--- src/rtl/spi_slave_mem.sv ---
// SPI mode-0 target: turns 56-bit opcode/address/data frames into single local
// memory writes or reads. Every SPI pin is oversampled on clk.
module spi_slave_mem #(
    parameter int AWIDTH   = 12,
    parameter int DWIDTH   = 32,
    parameter int OP_WIDTH = 8,
    parameter int AFIELD   = 16
) (
    input  logic              clk,
    input  logic              rst_n,
    input  logic              sclk,
    input  logic              cs_n,
    input  logic              mosi,
    output logic              miso,
    output logic              miso_oe,
    output logic [AWIDTH-1:0] mem_addr,
    output logic [DWIDTH-1:0] mem_wdata,
    output logic              mem_we,
    output logic              mem_re,
    input  logic [DWIDTH-1:0] mem_rdata,
    output logic              frame_done,
    output logic              frame_err
);
    typedef enum logic [2:0] {IDLE, OPCODE, ADDR, WDATA, RDATA, END_WAIT} state_e;

    localparam logic [OP_WIDTH-1:0] OP_WRITE  = OP_WIDTH'(2);
    localparam logic [OP_WIDTH-1:0] OP_READ   = OP_WIDTH'(3);
    localparam logic [5:0]          OP_LAST   = 6'(OP_WIDTH - 1);
    localparam logic [5:0]          ADDR_LAST = 6'(AFIELD - 1);
    localparam logic [5:0]          DATA_LAST = 6'(DWIDTH - 1);
    localparam logic [5:0]          DATA_BITS = 6'(DWIDTH);

    // [0],[1] are the synchronizer stages, [2] is the previous synchronized value.
    logic [2:0]          sclk_sync_q, sclk_sync_d;
    logic [2:0]          cs_sync_q, cs_sync_d;
    logic [1:0]          mosi_sync_q, mosi_sync_d;
    state_e              state_q, state_d;
    logic [5:0]          cnt_q, cnt_d;
    logic [DWIDTH-1:0]   rx_q, rx_d;
    logic [DWIDTH-1:0]   tx_q, tx_d;
    logic [AWIDTH-1:0]   frame_addr_q, frame_addr_d;
    logic                is_write_q, is_write_d;
    logic                err_q, err_d;
    logic                load_q, load_d;
    logic                miso_q, miso_d;
    logic [AWIDTH-1:0]   mem_addr_q, mem_addr_d;
    logic [DWIDTH-1:0]   mem_wdata_q, mem_wdata_d;
    logic                mem_we_q, mem_we_d;
    logic                mem_re_q, mem_re_d;
    logic                done_q, done_d;
    logic                ferr_q, ferr_d;

    logic                sclk_rise, sclk_fall, cs_rise, cs_fall, mosi_s, addr_ok;
    logic [DWIDTH-1:0]   rx_shift;
    logic [OP_WIDTH-1:0] op_word;
    logic [AFIELD-1:0]   addr_word;

    always_comb begin
        sclk_sync_d = {sclk_sync_q[1:0], sclk};
        cs_sync_d   = {cs_sync_q[1:0], cs_n};
        mosi_sync_d = {mosi_sync_q[0], mosi};
        sclk_rise   = sclk_sync_q[1] & ~sclk_sync_q[2];
        sclk_fall   = ~sclk_sync_q[1] & sclk_sync_q[2];
        cs_rise     = cs_sync_q[1] & ~cs_sync_q[2];
        cs_fall     = ~cs_sync_q[1] & cs_sync_q[2];
        mosi_s      = mosi_sync_q[1];
        rx_shift    = {rx_q[DWIDTH-2:0], mosi_s};
        op_word     = rx_shift[OP_WIDTH-1:0];
        addr_word   = rx_shift[AFIELD-1:0];
        addr_ok     = (addr_word[AFIELD-1:AWIDTH] == '0) && (addr_word[1:0] == 2'b00);
    end

    // NOTE: every flop uses <= so all registers update together from pre-edge values.
    always_ff @(posedge clk or negedge rst_n) begin
        if (!rst_n) begin
            sclk_sync_q  <= '0;
            cs_sync_q    <= '0;
            mosi_sync_q  <= '0;
            state_q      <= END_WAIT;
            cnt_q        <= '0;
            rx_q         <= '0;
            tx_q         <= '0;
            frame_addr_q <= '0;
            is_write_q   <= 1'b0;
            err_q        <= 1'b0;
            load_q       <= 1'b0;
            miso_q       <= 1'b0;
            mem_addr_q   <= '0;
            mem_wdata_q  <= '0;
            mem_we_q     <= 1'b0;
            mem_re_q     <= 1'b0;
            done_q       <= 1'b0;
            ferr_q       <= 1'b0;
        end else begin
            sclk_sync_q  <= sclk_sync_d;
            cs_sync_q    <= cs_sync_d;
            mosi_sync_q  <= mosi_sync_d;
            state_q      <= state_d;
            cnt_q        <= cnt_d;
            rx_q         <= rx_d;
            tx_q         <= tx_d;
            frame_addr_q <= frame_addr_d;
            is_write_q   <= is_write_d;
            err_q        <= err_d;
            load_q       <= load_d;
            miso_q       <= miso_d;
            mem_addr_q   <= mem_addr_d;
            mem_wdata_q  <= mem_wdata_d;
            mem_we_q     <= mem_we_d;
            mem_re_q     <= mem_re_d;
            done_q       <= done_d;
            ferr_q       <= ferr_d;
        end
    end

    // NOTE: every signal gets a default first, so no path can infer a latch.
    always_comb begin
        state_d      = state_q;
        cnt_d        = cnt_q;
        rx_d         = rx_q;
        tx_d         = tx_q;
        frame_addr_d = frame_addr_q;
        is_write_d   = is_write_q;
        err_d        = err_q;
        miso_d       = miso_q;
        mem_addr_d   = mem_addr_q;
        mem_wdata_d  = mem_wdata_q;
        mem_we_d     = 1'b0;
        mem_re_d     = 1'b0;
        done_d       = 1'b0;
        ferr_d       = 1'b0;
        load_d       = mem_re_q;
        if (load_q) tx_d = mem_rdata;

        // A cs_n rise mid-frame wins over any sclk edge seen in the same cycle.
        if (cs_rise && (state_q != IDLE) && (state_q != END_WAIT)) begin
            state_d = IDLE;
            cnt_d   = '0;
            ferr_d  = 1'b1;
        end else begin
            case (state_q)
                IDLE: if (cs_fall) begin
                    state_d = OPCODE;
                    cnt_d   = '0;
                    rx_d    = '0;
                    err_d   = 1'b0;
                end
                OPCODE: if (sclk_rise) begin
                    rx_d  = rx_shift;
                    cnt_d = cnt_q + 6'd1;
                    if (cnt_q == OP_LAST) begin
                        cnt_d = '0;
                        if (op_word == OP_WRITE || op_word == OP_READ) begin
                            state_d    = ADDR;
                            is_write_d = (op_word == OP_WRITE);
                        end else begin
                            state_d = END_WAIT;
                            err_d   = 1'b1;
                        end
                    end
                end
                ADDR: if (sclk_rise) begin
                    rx_d  = rx_shift;
                    cnt_d = cnt_q + 6'd1;
                    if (cnt_q == ADDR_LAST) begin
                        cnt_d        = '0;
                        frame_addr_d = addr_word[AWIDTH-1:0];
                        if (!addr_ok) begin
                            state_d = END_WAIT;
                            err_d   = 1'b1;
                        end else if (is_write_q) begin
                            state_d = WDATA;
                        end else begin
                            state_d    = RDATA;
                            mem_re_d   = 1'b1;
                            mem_addr_d = addr_word[AWIDTH-1:0];
                            miso_d     = 1'b0;
                        end
                    end
                end
                WDATA: if (sclk_rise) begin
                    rx_d  = rx_shift;
                    cnt_d = cnt_q + 6'd1;
                    if (cnt_q == DATA_LAST) begin
                        cnt_d       = '0;
                        state_d     = END_WAIT;
                        mem_we_d    = 1'b1;
                        done_d      = 1'b1;
                        mem_addr_d  = frame_addr_q;
                        mem_wdata_d = rx_shift;
                    end
                end
                // The first fall presents bit 31; the fall after bit 0 was presented closes the frame.
                RDATA: if (sclk_fall) begin
                    if (cnt_q == DATA_BITS) begin
                        cnt_d   = '0;
                        state_d = END_WAIT;
                        done_d  = 1'b1;
                    end else begin
                        miso_d = tx_q[DWIDTH-1];
                        tx_d   = {tx_q[DWIDTH-2:0], 1'b0};
                        cnt_d  = cnt_q + 6'd1;
                    end
                end
                END_WAIT: if (cs_rise) begin
                    state_d = IDLE;
                    cnt_d   = '0;
                    ferr_d  = err_q;
                    err_d   = 1'b0;
                end
                default: state_d = END_WAIT;
            endcase
        end
    end

    always_comb begin
        miso_oe = (state_q == RDATA);
        miso    = miso_oe & miso_q;
    end

    assign mem_addr   = mem_addr_q;
    assign mem_wdata  = mem_wdata_q;
    assign mem_we     = mem_we_q;
    assign mem_re     = mem_re_q;
    assign frame_done = done_q;
    assign frame_err  = ferr_q;

endmodule

--- config.mk ---
export PLATFORM = sky130hd
export DESIGN_NAME = spi_slave_mem
export DESIGN_NICKNAME = d
export VERILOG_FILES = /design/src/rtl/spi_slave_mem.sv
export SDC_FILE = /design/constraint.sdc
export NUM_CORES = 1
export LEC_CHECK = 0
export CAP_MARGIN = 5
export CORE_MARGIN = 2
export CORE_UTILIZATION = 40
export DETAILED_ROUTE_END_ITERATION = 8
export SLEW_MARGIN = 20
export SYNTH_ARGS = -nofsm -noshare
export SYNTH_HDL_FRONTEND = slang
export SYNTH_SLANG_ARGS = --single-unit
export TNS_END_PERCENT = 10
--- constraint.sdc ---
create_clock -name clk -period 2.6 [get_ports clk]
set_clock_uncertainty 0.05 [all_clocks]
set_input_delay 0.78 -clock clk [delete_from_list [all_inputs] [get_ports clk]]
set_output_delay 0.78 -clock clk [all_outputs]
set_load 0.03 [all_outputs]
==> results of run 1 <==
## power groups by stage
stage               Combinational, µW  Clock [µW]  Sequential, µW
global placement                 1470           0            2900
CTS                              1500        2800            2880
detailed placement               1490           0            2920
floorplan                         990           0            2870
finish                           1490        2730            2880
global route                     1670        2910            2930
## registers in the layout, indices dropped and copies added, names as in the netlist, 2 cells and up
| name | count |
|---|---|
| mem_wdata | 32 |
| state_q | 3 |
| rx_q | 31 |
| mosi_sync_q | 2 |
| frame_addr_q | 12 |
| mem_addr | 12 |
| tx_q | 32 |
| cnt_q | 6 |
| cs_sync_q | 3 |
| sclk_sync_q | 3 |
## through the flow
| step | setup WS (ns) | std cells |
|---|---|---|
| 3_3_place_gp | 0.2271 | 785 |
| 4_1_cts | 0.03734 | 817 |
| 5_1_grt | 0.02028 | 817 |
| 2_1_floorplan | 0.2633 | 524 |
| 6_report | 0.08566 | 817 |
| 3_5_place_dp | 0.1723 | 785 |
## layout by cell type (no fill, tap or decap), drive strengths merged, types with 3 or more instances in the layout
| cell | instances |
|---|---|
| dfrtp | 142 |
| clkdlybuf4s50 | 83 |
| nand2 | 63 |
| o21ai | 56 |
| mux2i | 46 |
| mux2 | 44 |
| a22o | 31 |
| clkbuf | 24 |
| buf | 22 |
| nor2 | 21 |
| a21oi | 10 |
| inv | 7 |
| nor3 | 7 |
| nand2b | 6 |
| bufinv | 5 |
| nor3b | 4 |
| o31ai | 4 |
| nor2b | 4 |
| or3 | 3 |
| and2 | 3 |
| nand3 | 3 |
| or2 | 3 |
## how the worst min path moves through the flow
stage	from	end	slack, ns	cells after the start
floorplan	cs_sync_q[0]	cs_sync_q[1]	0.28	0
global placement	sclk_sync_q[0]	sclk_sync_q[1]	0.28	0
detailed placement	mosi_sync_q[0]	mosi_sync_q[1]	0.29	0
CTS	rst_n	cnt_q[4]	0.13	1
global route	rst_n	cnt_q[4]	0.14	1
finish	rst_n	cnt_q[4]	0.15	1
## final cells by class
class                      instances  area [µm²]
timing repair buffer             106        1060
inverter                           6       22.52
clock inverter                     8       173.9
tap                              188       235.2
clock buffer                      24       491.7
sequential                       144        3607
fill                            1345        7139
multi-input combinational        341        2472
## cells by family (layout without fill, tap and decap cells)
logic type | Yosys count | after routing | share of synthesized area
adders and majority gates | 2 | 2 | 0.004015
AOI/OAI and AO/OA | 120 | 120 | 0.1337
DFF | 144 | 144 | 0.5786
buffers and inverters | 39 | 144 | 0.02791
xor gates and xnor gates | 2 | 2 | 0.002811
and+or+nand+nor | 127 | 127 | 0.09958
muxes | 90 | 90 | 0.1534
## layer usage
metal  part of all wire  GRT usage  wire [µm]
met5                  0          0          0
met4              0.015    0.07097        192
met3              0.042    0.03701        556
met2               0.47     0.2624       6149
met1               0.48     0.2344       6319
## repair_timing
| item | 4_1_cts | 5_1_grt |
|---|---|---|
| gates cloned | 0 | 0 |
| setup endpoints to repair | 1 | 1 |
| pin swaps | 0 | 0 |
| gates resized for setup | 1 | 1 |
## worst max-delay path, cell delays in order (launching register included)
cell and delay [ns]:
sky130_fd_sc_hd__dfstp_2 0.70, sky130_fd_sc_hd__and3_1 0.20, sky130_fd_sc_hd__clkdlybuf4s15_1 0.37
==> results.py, run 1 <==
metrics = {
    "cells_and_area": {
        "finalInstanceArea_mm2": 0.008063,
        "fin_nets": 655,
        "final_util": 0.5304,
        "area.growth.synth_to_final_pct": 29.37,
        "ratio_of_cells_with_drive_above_1_in_the_final_layout": 0.1669,
        "antenna_diode_instance_count": 0,
    },
    "worst_setup_path": {
        "worst_reg_to_reg_cells": 7,
        "path_max_fanout": 15,
        "r2r_setup_slack_ns": 0.17,
        "critical_path.startpoint_type": "register",
        "critPathArrivalTime_ns": 1.68,
        "source_of_the_critical_timing_path": "state_q[2]",
        "crit-reg2reg-launch": "rx_q[14]",
        "crit-reg2reg-capture": "mem_addr[6]",
        "timing_worst_setup_path_type": "register to output port",
        "worst-endpoint-required_ns": 1.77,
        "crit_path_end_kind": "output port",
        "crit_path_capture": "miso",
    },
    "power_and_ir_drop": {
        "clock_power_share": 0.385,
        "p_leak_uw": 0.003492,
        "internal_power_of_the_cells_uw": 5044,
        "share_seq_of_total_power": 0.405,
        "comb_power_share": 0.210,
        "netsw_uw": 2058,
        "post-layout-total-power_uw": 7102,
        "cellPowerDensity_mw_per_mm2": 880.9,
        "vdd_ir_drop_max_v": 0.0004834,
        "switching_share": 0.2898,
    },
    "logic_synthesis": {
        "syn_area_mm2": 0.006232,
        "synth_net_count": 563,
        "ys_async_sr_fraction": 1.000,
        "ys_seq_area_frac": 0.5786,
        "yosys-top-cells-count": "sky130_fd_sc_hd__dfrtp_1, sky130_fd_sc_hd__nand2_1, sky130_fd_sc_hd__mux2i_1",
        "yosys.cell_types.count": 57,
        "mean_cell_area_of_the_mapped_netlist_um2": 11.89,
        "synth_warnings": 0,
        "yosysTopAreaCellShare": 0.5702,
        "synth_seq_cells": 144,
        "ys_top_cells_by_area": "sky130_fd_sc_hd__dfrtp_1, sky130_fd_sc_hd__mux2i_1, sky130_fd_sc_hd__mux2_2",
        "synthDominantAreaCellType": "sky130_fd_sc_hd__dfrtp_1",
        "synth_flop_cell": "sky130_fd_sc_hd__dfrtp_1",
        "top_count_cell_post_synth": "sky130_fd_sc_hd__dfrtp_1",
        "synth_edf_count": 0,
        "syn-instance-count": 524,
    },
    "timing": {
        "achievable-frequency_mhz": 397.7,
        "finalMaxSlewViolations": 0,
        "tns_ns": 0,
        "max_slew.worst_pin.slew_ns": 0.9083,
        "grt_setup_unrepaired": "no",
        "fin_crit_sh": 0.9671,
        "layout_min_cycle_time_ns": 2.514,
        "timing.hold.ws_ns": 0.1499,
        "max-slew-margin-rel": 0.3945,
        "report.final.hold_viol_count": 0,
        "setup_violations": 0,
    },
    "cts": {
        "worstSkewPairLatency_ns": 0.42,
        "tritoncts": "yes",
        "cts.reportedPaths.clkPinSlew_ns": 0.06,
        "cts_htree_levels": 4,
        "cts_buffers": 17,
        "post-cts-setup-buffer-count": 0,
        "clock-sinks": 144,
        "cts_buffer_depth": 2,
        "root_buffer": "sky130_fd_sc_hd__clkbuf_16",
        "cts.hold.buffers_added": 0,
    },
    "hold_path": {
        "hold_path_class": "input pin to asynchronous set/reset pin",
    },
    "drt": {
        "drt_first_pass_iters": 4,
        "drcViolationCount": 0,
        "via_count_normalized_by_instance_count": 5.223,
        "antenna_violating_nets_post_route": 0,
        "detail_route.wl_per_cell_um": 16.18,
        "drt_iter0_drc": 285,
        "dr_total_vias": 4267,
        "postRouteWirelength_mm": 13.22,
    },
    "status": {
        "run_status": "finished clean",
    },
    "global_routing": {
        "antenna_found_initial": 0,
        "grt_pass1_vias": 4421,
        "globalRouteTotalUtil": 0.1702,
        "maximum_number_of_pins_on_one_net_before_global_route_repair": 58,
        "grt_pass1_wl_mm": 22.19,
        "total_congestion_overflow_after_global_routing": 0,
    },
    "floorplan": {
        "core_region_area_mm2": 0.01520,
        "starting_density": 0.4100,
        "fp.dieH_um": 128.8,
        "core.rowCount": 45,
        "ios": 87,
        "die_area_mm2": 0.01659,
        "die-width_um": 128.8,
    },
    "placement": {
        "globalplace.congestion": 0.8561,
        "buffer_ports.inserted": 86,
        "placedInstanceArea_mm2": 0.007397,
        "detailed_place_hpwl_mm": 8.699,
    },
    "run": {
        "cap_violations": 0,
    },
}
No activity file was read; power rests on OpenSTA's default activity.
==> run 2: changes to the inputs <==
--- a/config.mk
+++ b/config.mk
@@ -6,9 +6,9 @@
 export NUM_CORES = 1
 export LEC_CHECK = 0
 export CAP_MARGIN = 5
-export CORE_MARGIN = 2
 export CORE_UTILIZATION = 40
 export DETAILED_ROUTE_END_ITERATION = 8
+export HOLD_SLACK_MARGIN = 0.12
 export SLEW_MARGIN = 20
 export SYNTH_ARGS = -nofsm -noshare
 export SYNTH_HDL_FRONTEND = slang
==> run 2 against run 1 <==
Against the previous run:
- final area shrank 0.62%
- maximum frequency up 0.27%
- non-clock buffer count stayed put
- sequential power about the same
- count of clock-buffer cells in the layout decreased by 2
- sequential share of layout area up 0.28 points
- flip-flop and latch count unchanged
- clock power is 9.2% lower
- critical endpoint is now miso_oe
- largest power group unchanged
- highest routed layer unchanged
==> results.py, run 2 (synthesis gave the netlist of run 1 again) <==
metrics = {
    "drt": {
        "drt_iter0_drc": 187,
        "drcViolationCount": 0,
        "postRouteWirelength_mm": 13.09,
        "dr_total_vias": 4287,
        "via_count_normalized_by_instance_count": 5.254,
        "drt_first_pass_iters": 4,
        "antenna_violating_nets_post_route": 0,
        "detail_route.wl_per_cell_um": 16.04,
    },
    "cells_and_area": {
        "antenna_diode_instance_count": 0,
        "fin_nets": 655,
        "finalInstanceArea_mm2": 0.008013,
        "final_common_cell": "sky130_fd_sc_hd__dfrtp_1",
        "ratio_of_cells_with_drive_above_1_in_the_final_layout": 0.1704,
        "area.growth.synth_to_final_pct": 28.57,
        "layout_common_cells": "sky130_fd_sc_hd__dfrtp_1, sky130_fd_sc_hd__clkdlybuf4s50_1, sky130_fd_sc_hd__nand2_1",
    },
    "hold_path": {
        "hold_path_class": "input pin to asynchronous set/reset pin",
    },
    "worst_setup_path": {
        "crit-reg2reg-launch": "cnt_q[1]",
        "critical_path.startpoint_type": "register",
        "path_max_fanout": 9,
        "critPathArrivalTime_ns": 1.68,
        "r2r_setup_slack_ns": 0.17,
        "crit_path_end_kind": "output port",
        "crit-reg2reg-capture": "mem_addr[10]",
        "timing_worst_setup_path_type": "register to output port",
        "worst-endpoint-required_ns": 1.77,
        "worst_reg_to_reg_cells": 8,
    },
    "floorplan": {
        "starting_density": 0.4100,
        "fp.dieH_um": 126.8,
        "core_region_area_mm2": 0.01520,
        "core.rowCount": 45,
        "die-width_um": 126.8,
        "ios": 87,
        "die_area_mm2": 0.01608,
    },
    "placement": {
        "globalplace.congestion": 0.8792,
        "detailed_place_hpwl_mm": 8.697,
        "buffer_ports.inserted": 86,
        "placedInstanceArea_mm2": 0.007410,
    },
    "timing": {
        "report.final.hold_viol_count": 0,
        "fin_crit_sh": 0.9645,
        "finalMaxSlewViolations": 0,
        "max-slew-margin-rel": 0.3995,
        "layout_min_cycle_time_ns": 2.508,
        "tns_ns": 0,
        "grt_setup_unrepaired": "no",
        "max_slew.worst_pin.slew_ns": 0.9008,
        "achievable-frequency_mhz": 398.8,
        "setup_violations": 0,
    },
    "cts": {
        "clock-sinks": 144,
        "cts.reportedPaths.clkPinSlew_ns": 0.05,
        "tritoncts": "yes",
        "cts_buffer_depth": 2,
        "cts_buffers": 17,
        "worstSkewPairLatency_ns": 0.42,
        "cts_htree_levels": 4,
        "root_buffer": "sky130_fd_sc_hd__clkbuf_16",
    },
    "power_and_ir_drop": {
        "p_leak_uw": 0.003471,
        "vdd_ir_drop_max_v": 0.0004911,
        "cellPowerDensity_mw_per_mm2": 856.0,
    },
    "status": {
        "run_status": "finished clean",
    },
    "global_routing": {
        "total_congestion_overflow_after_global_routing": 0,
        "grt_pass1_vias": 4415,
        "grt_pass1_wl_mm": 22.09,
        "antenna_found_initial": 0,
        "maximum_number_of_pins_on_one_net_before_global_route_repair": 54,
        "globalRouteTotalUtil": 0.1759,
    },
    "run": {
        "cap_violations": 0,
    },
}
run 2: how the worst max path moves through the flow:
stage,startpoint,end,slack (ns),depth (start not counted)
4_1_cts,state_q[0],miso,0.03,3
2_1_floorplan,state_q[0],mem_addr[0],0.26,10
5_1_grt,cnt_q[1],mem_addr[10],0.01,8
3_5_place_dp,cnt_q[1],mem_addr[7],0.16,8
6_report,state_q[2],miso_oe,0.09,4
3_3_place_gp,cnt_q[1],mem_addr[9],0.23,8
run 2: area by class of cell:
type | instances | area, µm²
Clock buffer | 22 | 474.2
Timing Repair Buffer | 106 | 1067
Fill cell | 1335 | 7189
Sequential cell | 144 | 3607
Tap cell | 188 | 235.2
Inverter | 6 | 22.52
Clock inverter | 9 | 131.4
Multi-Input combinational cell | 341 | 2475
run 2: critical path, cell delays in order, from the launching register on:
cell and delay, ns:
sky130_fd_sc_hd__dfstp_2 0.65, sky130_fd_sc_hd__buf_4 0.19, sky130_fd_sc_hd__nand2_1 0.12, sky130_fd_sc_hd__inv_1 0.16, sky130_fd_sc_hd__buf_12 0.13
run 2: metal layers:
layer  vias up  track usage  routed length (µm)
met2        91       0.2750                6048
met5         -            0                   0
met4         0      0.07213                 260
met3        20      0.04091                 523
li1       2061            -                   -
met1      2115       0.2363                6257
run 2: power breakdown:
| part | total, µW | internal [µW] | switching, µW |
|---|---|---|---|
| Sequential | 2880 | 2610 | 271 |
| Combinational | 1500 | 626 | 872 |
| Clock | 2480 | 1580 | 904 |
| Total | 6860 | 4810 | 2050 |
run 2: repair_timing:
| item | 4_1_cts | 5_1_grt |
|---|---|---|
| gates resized for setup | 1 | 3 |
| hold buffers | 0 | 0 |
| setup buffers | 0 | 0 |
| endpoints found under the setup margin | 1 | 13 |
| gates cloned | 0 | 0 |
| pin swaps | 0 | 1 |
run 2: through the flow:
step / hold WS, ns / setup WS [ns] / total power [µW] / util / instances
after global routing: 0.2650 / 0.01346 / 7247 / 0.5271 / 816
after detailed placement: 0.2847 / 0.1572 / 4421 / 0.4874 / 785
after floorplan: 0.2812 / 0.2633 / 3861 / - / 524
after global placement: 0.2849 / 0.2288 / 4375 / 0.4874 / 785
after CTS: 0.2567 / 0.02655 / 6942 / 0.5272 / 816
final: 0.2440 / 0.09232 / 6859 / 0.5271 / 816
